**src/rtl/mem_access_fsm_if.sv**
```systemverilog
// Memory bus between the MEM-stage load/store FSM (master) and the memory
// system (slave). The master holds ce/we/sel/addr/data stable until the slave
// returns a one-cycle mem_ready_i pulse with the read data.
interface mem_access_fsm_if #(
  parameter int ADDR_W = 32
) ();
  logic              mem_ce_o;
  logic              mem_we_o;
  logic [3:0]        mem_sel_o;
  logic [ADDR_W-1:0] mem_addr_o;
  logic [31:0]       mem_data_o;
  logic [31:0]       mem_data_i;
  logic              mem_ready_i;

  modport master (
    output mem_ce_o, mem_we_o, mem_sel_o, mem_addr_o, mem_data_o,
    input  mem_data_i, mem_ready_i
  );

  modport slave (
    input  mem_ce_o, mem_we_o, mem_sel_o, mem_addr_o, mem_data_o,
    output mem_data_i, mem_ready_i
  );
endinterface

```
**src/rtl/mem_access_fsm.sv**
```systemverilog
// Multi-cycle MEM-stage load/store unit (IDLE -> ACCESS -> RESP).
// The request is latched on accept and the bus signals are registered and held
// until mem_ready_i or a bus timeout. Non-memory ops pass through in IDLE with
// zero latency. Little-endian byte lanes: byte k = bits[8k+7:8k], sel bit k.
// Optional feature: define MEM_ALIGN_EXC_EN to raise address-error exceptions
// for misaligned halfword/word accesses instead of silently aligning them.
module mem_access_fsm #(
  parameter int ADDR_W  = 32,
  parameter int TIMEOUT = 12,
  parameter int CNT_W   = 4
) (
  input  logic        clk,
  input  logic        rst,
  input  logic [7:0]  aluop_i,
  input  logic [31:0] mem_addr_i,
  input  logic [31:0] reg2_i,
  input  logic [4:0]  wd_i,
  input  logic        wreg_i,
  input  logic [31:0] wdata_i,
  input  logic        flush_i,
  input  logic        llbit_i,
  output logic [4:0]  wd_o,
  output logic        wreg_o,
  output logic [31:0] wdata_o,
  output logic        stallreq,
  output logic        llbit_we_o,
  output logic        llbit_value_o,
  mem_access_fsm_if.master bus,
  output logic        excp_adel_o,
  output logic        excp_ades_o,
  output logic        excp_bus_o
);

  // EX/MEM load/store opcodes
  localparam logic [7:0] OP_LB  = 8'b1110_0000;
  localparam logic [7:0] OP_LBU = 8'b1110_0100;
  localparam logic [7:0] OP_LH  = 8'b1110_0001;
  localparam logic [7:0] OP_LHU = 8'b1110_0101;
  localparam logic [7:0] OP_LW  = 8'b1110_0011;
  localparam logic [7:0] OP_LWL = 8'b1110_0010;
  localparam logic [7:0] OP_LWR = 8'b1110_0110;
  localparam logic [7:0] OP_LL  = 8'b1111_0000;
  localparam logic [7:0] OP_SB  = 8'b1110_1000;
  localparam logic [7:0] OP_SH  = 8'b1110_1001;
  localparam logic [7:0] OP_SW  = 8'b1110_1011;
  localparam logic [7:0] OP_SWL = 8'b1110_1010;
  localparam logic [7:0] OP_SWR = 8'b1110_1110;
  localparam logic [7:0] OP_SC  = 8'b1111_1000;

  typedef enum logic [1:0] {IDLE = 2'd0, ACCESS = 2'd1, RESP = 2'd2} state_t;

  state_t            state;
  logic [CNT_W-1:0]  count;
  logic [7:0]        lat_op;
  logic [1:0]        lat_a;
  logic [31:0]       lat_reg2;
  logic [4:0]        lat_wd;
  logic              lat_wreg;
  logic              lat_flush;
  logic              lat_err;
  logic [31:0]       resp_wdata;

  logic              is_load;
  logic              is_store;
  logic              sc_fail;
  logic              adel;
  logic              ades;
  logic              accept;
  logic [ADDR_W-1:0] bus_addr;

  // Byte-enable pattern for the access
  function automatic logic [3:0] f_sel(input logic [7:0] op, input logic [1:0] a);
    case (op)
      OP_LB, OP_LBU, OP_SB: f_sel = 4'b0001 << a;
      OP_LH, OP_LHU, OP_SH: f_sel = a[1] ? 4'b1100 : 4'b0011;
      OP_SWL: case (a)
                2'd0:    f_sel = 4'b0001;
                2'd1:    f_sel = 4'b0011;
                2'd2:    f_sel = 4'b0111;
                default: f_sel = 4'b1111;
              endcase
      OP_SWR: case (a)
                2'd0:    f_sel = 4'b1111;
                2'd1:    f_sel = 4'b1110;
                2'd2:    f_sel = 4'b1100;
                default: f_sel = 4'b1000;
              endcase
      default: f_sel = 4'b1111;
    endcase
  endfunction

  // Store data placed on the lanes selected by f_sel
  function automatic logic [31:0] f_wdata(input logic [7:0] op, input logic [1:0] a,
                                          input logic [31:0] r);
    case (op)
      OP_SB: f_wdata = {4{r[7:0]}};
      OP_SH: f_wdata = {2{r[15:0]}};
      OP_SWL: case (a)
                2'd0:    f_wdata = {24'd0, r[31:24]};
                2'd1:    f_wdata = {16'd0, r[31:16]};
                2'd2:    f_wdata = {8'd0, r[31:8]};
                default: f_wdata = r;
              endcase
      OP_SWR: case (a)
                2'd0:    f_wdata = r;
                2'd1:    f_wdata = {r[23:0], 8'd0};
                2'd2:    f_wdata = {r[15:0], 16'd0};
                default: f_wdata = {r[7:0], 24'd0};
              endcase
      default: f_wdata = r;
    endcase
  endfunction

  // Write-back value: lane extraction, LWL/LWR merge, SC success flag
  function automatic logic [31:0] f_load(input logic [7:0] op, input logic [1:0] a,
                                         input logic [31:0] w, input logic [31:0] r);
    logic [7:0]  b;
    logic [15:0] h;
    b = w[{a, 3'b000} +: 8];
    h = a[1] ? w[31:16] : w[15:0];
    case (op)
      OP_LB:  f_load = {{24{b[7]}}, b};
      OP_LBU: f_load = {24'd0, b};
      OP_LH:  f_load = {{16{h[15]}}, h};
      OP_LHU: f_load = {16'd0, h};
      OP_LW, OP_LL: f_load = w;
      OP_LWL: case (a)
                2'd0:    f_load = {w[7:0], r[23:0]};
                2'd1:    f_load = {w[15:0], r[15:0]};
                2'd2:    f_load = {w[23:0], r[7:0]};
                default: f_load = w;
              endcase
      OP_LWR: case (a)
                2'd0:    f_load = w;
                2'd1:    f_load = {r[31:24], w[31:8]};
                2'd2:    f_load = {r[31:16], w[31:16]};
                default: f_load = {r[31:8], w[31:24]};
              endcase
      OP_SC:  f_load = 32'd1;
      default: f_load = 32'd0;
    endcase
  endfunction

  // Decode the incoming op and decide whether IDLE accepts it
  always_comb begin
    is_load  = 1'b0;
    is_store = 1'b0;
    bus_addr = {mem_addr_i[ADDR_W-1:2], 2'b00};
    case (aluop_i)
      OP_LB, OP_LBU, OP_LH, OP_LHU: begin
        is_load  = 1'b1;
        bus_addr = mem_addr_i[ADDR_W-1:0];
      end
      OP_LW, OP_LWL, OP_LWR, OP_LL: is_load = 1'b1;
      OP_SB, OP_SH: begin
        is_store = 1'b1;
        bus_addr = mem_addr_i[ADDR_W-1:0];
      end
      OP_SW, OP_SWL, OP_SWR, OP_SC: is_store = 1'b1;
      default: begin
        is_load  = 1'b0;
        is_store = 1'b0;
      end
    endcase
    sc_fail = (aluop_i == OP_SC) && !llbit_i;
`ifdef MEM_ALIGN_EXC_EN
    adel = (((aluop_i == OP_LH) || (aluop_i == OP_LHU)) && mem_addr_i[0]) ||
           (((aluop_i == OP_LW) || (aluop_i == OP_LL)) && (mem_addr_i[1:0] != 2'b00));
    ades = ((aluop_i == OP_SH) && mem_addr_i[0]) ||
           (((aluop_i == OP_SW) || (aluop_i == OP_SC)) && (mem_addr_i[1:0] != 2'b00));
`else
    adel = 1'b0;
    ades = 1'b0;
`endif
    accept = (state == IDLE) && (is_load || is_store) && !flush_i && !sc_fail && !adel && !ades;
  end

  // Bus FSM: latch request, drive registered bus, count timeout, capture result
  always_ff @(posedge clk) begin
    if (rst) begin
      state          <= IDLE;
      count          <= '0;
      lat_op         <= 8'd0;
      lat_a          <= 2'd0;
      lat_reg2       <= 32'd0;
      lat_wd         <= 5'd0;
      lat_wreg       <= 1'b0;
      lat_flush      <= 1'b0;
      lat_err        <= 1'b0;
      resp_wdata     <= 32'd0;
      bus.mem_ce_o   <= 1'b0;
      bus.mem_we_o   <= 1'b0;
      bus.mem_sel_o  <= 4'b0000;
      bus.mem_addr_o <= '0;
      bus.mem_data_o <= 32'd0;
    end else begin
      case (state)
        IDLE: begin
          if (accept) begin
            state          <= ACCESS;
            count          <= '0;
            lat_op         <= aluop_i;
            lat_a          <= mem_addr_i[1:0];
            lat_reg2       <= reg2_i;
            lat_wd         <= wd_i;
            lat_wreg       <= wreg_i;
            lat_flush      <= 1'b0;
            lat_err        <= 1'b0;
            bus.mem_ce_o   <= 1'b1;
            bus.mem_we_o   <= is_store;
            bus.mem_sel_o  <= f_sel(aluop_i, mem_addr_i[1:0]);
            bus.mem_addr_o <= bus_addr;
            bus.mem_data_o <= f_wdata(aluop_i, mem_addr_i[1:0], reg2_i);
          end else begin
            state <= IDLE;
          end
        end
        ACCESS: begin
          // A flush never abandons the transfer; it only mutes the response
          lat_flush <= lat_flush | flush_i;
          if (bus.mem_ready_i) begin
            resp_wdata    <= f_load(lat_op, lat_a, bus.mem_data_i, lat_reg2);
            state         <= RESP;
            bus.mem_ce_o  <= 1'b0;
            bus.mem_we_o  <= 1'b0;
            bus.mem_sel_o <= 4'b0000;
          end else if (count == CNT_W'(TIMEOUT - 1)) begin
            lat_err       <= 1'b1;
            state         <= RESP;
            bus.mem_ce_o  <= 1'b0;
            bus.mem_we_o  <= 1'b0;
            bus.mem_sel_o <= 4'b0000;
          end else begin
            count <= count + CNT_W'(1);
          end
        end
        RESP:    state <= IDLE;
        default: state <= IDLE;
      endcase
    end
  end

  // Result / stall / exception outputs: IDLE passthrough, RESP from latches
  always_comb begin
    wd_o          = 5'd0;
    wreg_o        = 1'b0;
    wdata_o       = 32'd0;
    stallreq      = 1'b0;
    llbit_we_o    = 1'b0;
    llbit_value_o = 1'b0;
    excp_adel_o   = 1'b0;
    excp_ades_o   = 1'b0;
    excp_bus_o    = 1'b0;
    if (rst) begin
      stallreq = 1'b0;
    end else begin
      case (state)
        IDLE: begin
          wd_o    = wd_i;
          wdata_o = wdata_i;
          if (flush_i) begin
            wreg_o = 1'b0;
          end else if (adel || ades) begin
            excp_adel_o = adel;
            excp_ades_o = ades;
          end else if (sc_fail) begin
            wdata_o = 32'd0;
            wreg_o  = wreg_i;
          end else if (is_load || is_store) begin
            stallreq = 1'b1;
          end else begin
            wreg_o = wreg_i;
          end
        end
        ACCESS: begin
          wd_o     = lat_wd;
          stallreq = 1'b1;
        end
        RESP: begin
          wd_o    = lat_wd;
          wdata_o = resp_wdata;
          if (lat_err) begin
            excp_bus_o = !lat_flush;
          end else if (lat_flush || flush_i) begin
            wreg_o = 1'b0;
          end else begin
            case (lat_op)
              OP_LL: begin
                wreg_o        = lat_wreg;
                llbit_we_o    = 1'b1;
                llbit_value_o = 1'b1;
              end
              OP_SC: begin
                wreg_o     = 1'b1;
                llbit_we_o = 1'b1;
              end
              OP_LB, OP_LBU, OP_LH, OP_LHU, OP_LW, OP_LWL, OP_LWR: wreg_o = lat_wreg;
              default: wreg_o = 1'b0;
            endcase
          end
        end
        default: stallreq = 1'b0;
      endcase
    end
  end

endmodule

```
**src/flat_wrapper.sv**
```systemverilog
// flat-port wrapper written by rule: the top's interface ports become plain ports
module mem_access_fsm_flat 
#(
  parameter int ADDR_W  = 32,
  parameter int TIMEOUT = 12,
  parameter int CNT_W   = 4
)
  (clk, rst, aluop_i, mem_addr_i, reg2_i, wd_i, wreg_i, wdata_i, flush_i, llbit_i, wd_o, wreg_o, wdata_o, stallreq, llbit_we_o, llbit_value_o, excp_adel_o, excp_ades_o, excp_bus_o, bus_mem_ce_o, bus_mem_we_o, bus_mem_sel_o, bus_mem_addr_o, bus_mem_data_o, bus_mem_data_i, bus_mem_ready_i);
  mem_access_fsm_if #(.ADDR_W(ADDR_W)) bus_i ();
  input  logic clk;
  input  logic rst;
  input  logic [7:0] aluop_i;
  input  logic [31:0] mem_addr_i;
  input  logic [31:0] reg2_i;
  input  logic [4:0] wd_i;
  input  logic wreg_i;
  input  logic [31:0] wdata_i;
  input  logic flush_i;
  input  logic llbit_i;
  output logic [4:0] wd_o;
  output logic wreg_o;
  output logic [31:0] wdata_o;
  output logic stallreq;
  output logic llbit_we_o;
  output logic llbit_value_o;
  output logic excp_adel_o;
  output logic excp_ades_o;
  output logic excp_bus_o;
  output wire logic [$bits(bus_i.mem_ce_o)-1:0] bus_mem_ce_o;
  output wire logic [$bits(bus_i.mem_we_o)-1:0] bus_mem_we_o;
  output wire logic [$bits(bus_i.mem_sel_o)-1:0] bus_mem_sel_o;
  output wire logic [$bits(bus_i.mem_addr_o)-1:0] bus_mem_addr_o;
  output wire logic [$bits(bus_i.mem_data_o)-1:0] bus_mem_data_o;
  input wire logic [$bits(bus_i.mem_data_i)-1:0] bus_mem_data_i;
  input wire logic [$bits(bus_i.mem_ready_i)-1:0] bus_mem_ready_i;
  assign bus_mem_ce_o = bus_i.mem_ce_o;
  assign bus_mem_we_o = bus_i.mem_we_o;
  assign bus_mem_sel_o = bus_i.mem_sel_o;
  assign bus_mem_addr_o = bus_i.mem_addr_o;
  assign bus_mem_data_o = bus_i.mem_data_o;
  assign bus_i.mem_data_i = bus_mem_data_i;
  assign bus_i.mem_ready_i = bus_mem_ready_i;
  mem_access_fsm #(.ADDR_W(ADDR_W), .TIMEOUT(TIMEOUT), .CNT_W(CNT_W)) u_core (.clk(clk), .rst(rst), .aluop_i(aluop_i), .mem_addr_i(mem_addr_i), .reg2_i(reg2_i), .wd_i(wd_i), .wreg_i(wreg_i), .wdata_i(wdata_i), .flush_i(flush_i), .llbit_i(llbit_i), .wd_o(wd_o), .wreg_o(wreg_o), .wdata_o(wdata_o), .stallreq(stallreq), .llbit_we_o(llbit_we_o), .llbit_value_o(llbit_value_o), .bus(bus_i), .excp_adel_o(excp_adel_o), .excp_ades_o(excp_ades_o), .excp_bus_o(excp_bus_o));
endmodule
```
**config.mk**
```make
export PLATFORM = sky130hd
export DESIGN_NAME = mem_access_fsm_flat
export DESIGN_NICKNAME = d
export VERILOG_FILES = /design/src/rtl/mem_access_fsm_if.sv /design/src/rtl/mem_access_fsm.sv /design/src/flat_wrapper.sv
export SDC_FILE = /design/constraint.sdc
export NUM_CORES = 1
export LEC_CHECK = 0
export ABC_AREA = 1
export CAP_MARGIN = 30
export CORE_MARGIN = 8
export CORE_UTILIZATION = 45
export DETAILED_ROUTE_END_ITERATION = 7
export PLACE_DENSITY_LB_ADDON = 0.3
export SYNTH_ARGS = -nofsm -noshare
export SYNTH_HDL_FRONTEND = slang
export SYNTH_SLANG_ARGS = --single-unit
```
**constraint.sdc**
```tcl
create_clock -name clk -period 1.7 [get_ports clk]
set_input_delay 0.255 -clock clk [delete_from_list [all_inputs] [get_ports clk]]
set_output_delay 0.255 -clock clk [all_outputs]
set_load 0.02 [all_outputs]
```
==> metrics, run 1 <==
outcome=stopped before the end; last stage reached=5_1_grt; tool error=[ERROR GRT-0232] Routing congestion too high. Check the congestion heatmap in the GUI.; IO Count=261; Area contributors post-synth=dfxtp_1 (32%), nand2_1 (16%), a21oi_1 (9.3%); Synth cell types=38; synthesized area=a little under 10000 µm²; largest net degree at the start of global routing=57; CTS Root Cell=clkbuf_16; GRT Total Usage=0.6561; hold buffers post-CTS=0; GRT overflow=about 180; Synth warnings=0; Synth top area share=0.3228; DPL Wire Length=roughly 34000 µm; register bit count reported by yosys=between 150 and 200; Avg Synthesized Cell Area=approximately 6.2 µm²; TritonCTS Buffers=17; die height=about 160 µm; cell count after synthesis=between 1500 and 2000; CTS sink cnt=158; RD Place Congestion=about 1; GRT worst endpoint=wd_o[2]; Synth area leader=dfxtp_1; Buffers on Ports=approximately 260; sequential fraction of the synthesis area=0.3228; initial core utilization=0.4532; worst slack at placement=-1.076 ns; H-tree depth=4; Max Root-Sink Buffers=2; Placement Rows=54; Worst EP Category=top-level output; Die X=between 150 and 200 µm
## per-layer routing
layer	GRT overflow	global-route usage
met5	0	0.02457
met4	82	0.6727
met3	0	0.4584
met2	95	0.8689
met1	0	0.6479
## kinds of logic after synthesis
| family | Yosys count | synth area share |
|---|---|---|
| buf+inv | 229 | 0.09922 |
| compound gates | 462 | 0.2629 |
| flops | 158 | 0.3228 |
| fa+ha+maj | 5 | 0.006385 |
| xor+xnor | 2 | 0.001788 |
| simple gates | 716 | 0.3065 |
| other cells | 1 | 0.0003827 |
## metrics by stage
stage                 util  cells  cell area (µm²)  setup TNS (ns)
global placement    0.6714   2267            14520         -140.45
floorplan                -   1574             9992        -0.08927
CTS                 0.8511   2412            18400          -54.33
detailed placement  0.6714   2267            14520         -148.27
## cell usage after synthesis (all sizes together)
cell	instances
clkinv	3
buf	39
or2	14
xnor2	1
o21ai	175
a21oi	182
o21a	2
conb	1
nand4	19
o22ai	28
o211ai	50
clkbuf	66
ha	5
nand3	115
nor4	3
o21bai	1
nor2	115
inv	121
dfxtp	158
a31oi	2
o221ai	22
nand2	439
xor2	1
nor3b	1
nor3	10
## timing repair
action                                  in CTS
gates cloned                                41
buffers inserted                            74
gates resized for setup                    803
pin swaps                                  160
endpoints found under the setup margin     198
==> run 2, diff against run 1 <==
Settings changed: CORE_UTILIZATION 45 to 40, PLACE_DENSITY_LB_ADDON 0.3 to 0.15.
Clock period 1.7 ns to 2.21 ns, I/O delays scaled along.
==> run 2 against run 1 <==
Compared with the run above: the run now ends clean; synthesized cell count is the same; area after synthesis stayed put.
==> metrics, run 2 <==
Core Region=roughly 24000 µm²; CP Max Fanout=2; IO Count=261 (unchanged); GRT overflow=0; Residual DRC=0; TritonRoute pass-1 iters=5; commonest non-fill, non-tap cells in the layout=nand2_1 (425), clkdlybuf4s50_1 (207), a21oi_1 (182); H-tree depth=4 (unchanged); CTS tree=done; Lkg Pwr=between 5 and 6 nW; Hold WC Path Type=input port to flop; CTS Root Cell=clkbuf_16; CTS sink cnt=158 (unchanged); RD Place Congestion=0.9733 (-2.4%); initial core utilization=0.4053 (-0.04791); most numerous cell in the Yosys netlist=nand2_1; synthesized area=9798 µm² (unchanged); vias post-DR=around 12000; clk_lat worst skew=roughly 0.43 ns; fmax=approximately 0.46 GHz; commonest non-fill, non-tap cell in the layout=nand2_1; Area contributors post-synth=dfxtp_1 (32%), nand2_1 (16%), a21oi_1 (9.3%); Synth area leader=dfxtp_1; Max Root-Sink Buffers=2 (unchanged); Post-DRT Antenna Nets=0; area post-placement=13560 µm² (-6.6%); Die X=172.5 µm (+5.5%); most instantiated cells after synthesis=nand2_1 (429), a21oi_1 (182), o21ai_0 (162); GRT Total Usage=0.2740; Final Util=0.5853; R2R setup slack=roughly 0.16 ns; critical path class=flop to output pin; worst r2r src=u_core.lat_a[1]; Die ar.=approximately 30000 µm²; largest net degree at the start of global routing=61; max-slew violation count=0; Placement Rows=57 (+5.6%); vias per cell=between 5 and 6; fin area=about 14000 µm²; Critical Path AT=1.85 ns; Post-synth EDFFs=0 (unchanged); RSZ-0062 raised after global routing=yes; hold-critical path depth=3; maxcap violations=0; Buffers on Ports=258 (unchanged); setup_tns=0 ns; Required @ worst endpoint=roughly 1.9 ns; Most used DFF post-synth=dfxtp_1; Fin. Hold Viols=0; outcome=complete, no violations; synth-to-layout area growth=44.43%; initial DRC count=920; WL final=between 40000 and 50000 µm; register bit count reported by yosys=158 (unchanged); Layout Skew=between 0.01 and 0.015 ns; Slew headroom=0.5764; final setup fails=0; hold buffers post-CTS=0 (unchanged); DPL Wire Length=31470 µm (-6.5%); fraction of layout cells with a size suffix above 1=0.1548; Critical R2R Capture=u_core.resp_wdata[20]; clk slew on worst S/H paths=roughly 0.070 ns; routed length per instance=18.74 µm; HP Start=aluop_i[2]; Synth cell types=38 (unchanged); CP startpoint kind=flop; die height=172.5 µm (+5.5%); Synth top area share=0.3228 (unchanged); sequential fraction of the synthesis area=0.3228 (unchanged); vias in the first global route=11988; Layout Nets=between 2000 and 2500; antenna violations before repair=0; Final period util=0.9860; Peak VDD IR=about 0.00046 V; asr flop ratio synth=0 (unchanged); Synth warnings=0 (unchanged); cell count after synthesis=1573 (unchanged); CP endpoint kind=output pin; Period minus WS final=approximately 2.2 ns; worst r2r path cells=9; Avg Synthesized Cell Area=6.229 µm² (unchanged); P per Cell Area=~500 nW/µm²; Antenna Cells=0; Min-Delay Endpoint=u_core.lat_op[2]; Slew @ Worst Pin=~0.63 ns; TritonCTS Buffers=17 (unchanged); first-pass GRT wire length=about 67000 µm
==> run 2: through the flow <==
step                      power (mW)  worst slack, ns  hold WS, ns  cells
after floorplan                3.510          0.08733       0.4237   1574
after CTS                      7.105         -0.02561       0.3484   2236
after global routing           7.311         -0.03070       0.3306   2242
final                          7.064          0.03085       0.2992   2242
after detailed placement       4.226          -0.6953       0.4494   2197
after global placement         4.223          -0.6235       0.4414   2197
==> run 2: what timing repair did <==
action	4_1_cts	5_1_grt
resized for setup	205	62
setup buffers	5	8
setup endpoints to repair	150	69
gates cloned	2	0
pin swaps	6	6
==> run 2: how the worst max path moves through the flow <==
| stage | to | start |
|---|---|---|
| after floorplan | stallreq | aluop_i[6] |
| after global placement | wdata_o[18] | aluop_i[2] |
| after detailed placement | wdata_o[14] | aluop_i[1] |
| after CTS | u_core.resp_wdata[1] | u_core.lat_a[1] |
| after global routing | wreg_o | u_core.state[0] |
| final | wreg_o | u_core.state[0] |
==> run 2: cell type report <==
cell class / instances / area [µm²]
clock buffer: 18 / 429.2
clock inverter: 14 / 145.1
fill: 2373 / 10030
inverter: 124 / 469.2
multi-input combinational: 1187 / 5753
sequential: 158 / 3164
tap: 324 / 405.4
timing repair buffer: 417 / 3785
==> run 2: layer usage <==
layer,share of wire,wire [µm],track usage,up-vias
li1,-,-,-,5966
met1,0.42,17810,0.3454,5640
met3,0.082,3433,0.05584,84
met2,0.45,19030,0.4400,553
met5,0,0,0,-
met4,0.041,1728,0.1323,0
==> run 2: critical path, cell delays in order (launching register included) <==
cell      delay, ns
dfxtp_1        0.31
inv_1          0.14
ha_2           0.24
nor3b_4        0.24
o211ai_1       0.15
a21oi_1        0.14
buf_2          0.19
==> run 2: cells by family after synthesis <==
logic type	count (synthesis)	synth area share
AOI/OAI and AO/OA	462	0.2629
xor gates and xnor gates	2	0.001788
adders and majority gates	5	0.006385
buffers and inverters	229	0.09922
DFF	158	0.3228
other	1	0.0003827
and+or+nand+nor	716	0.3065
==> run 2: where the power goes <==
part           switching, mW  leakage, nW  internal, mW
clock network           1.40        0.276          1.51
registers             0.0290         1.28          2.89
logic                  0.665         4.09         0.573
total                   2.09         5.64          4.97
Note: power is estimated with default switching activity, not from simulation.
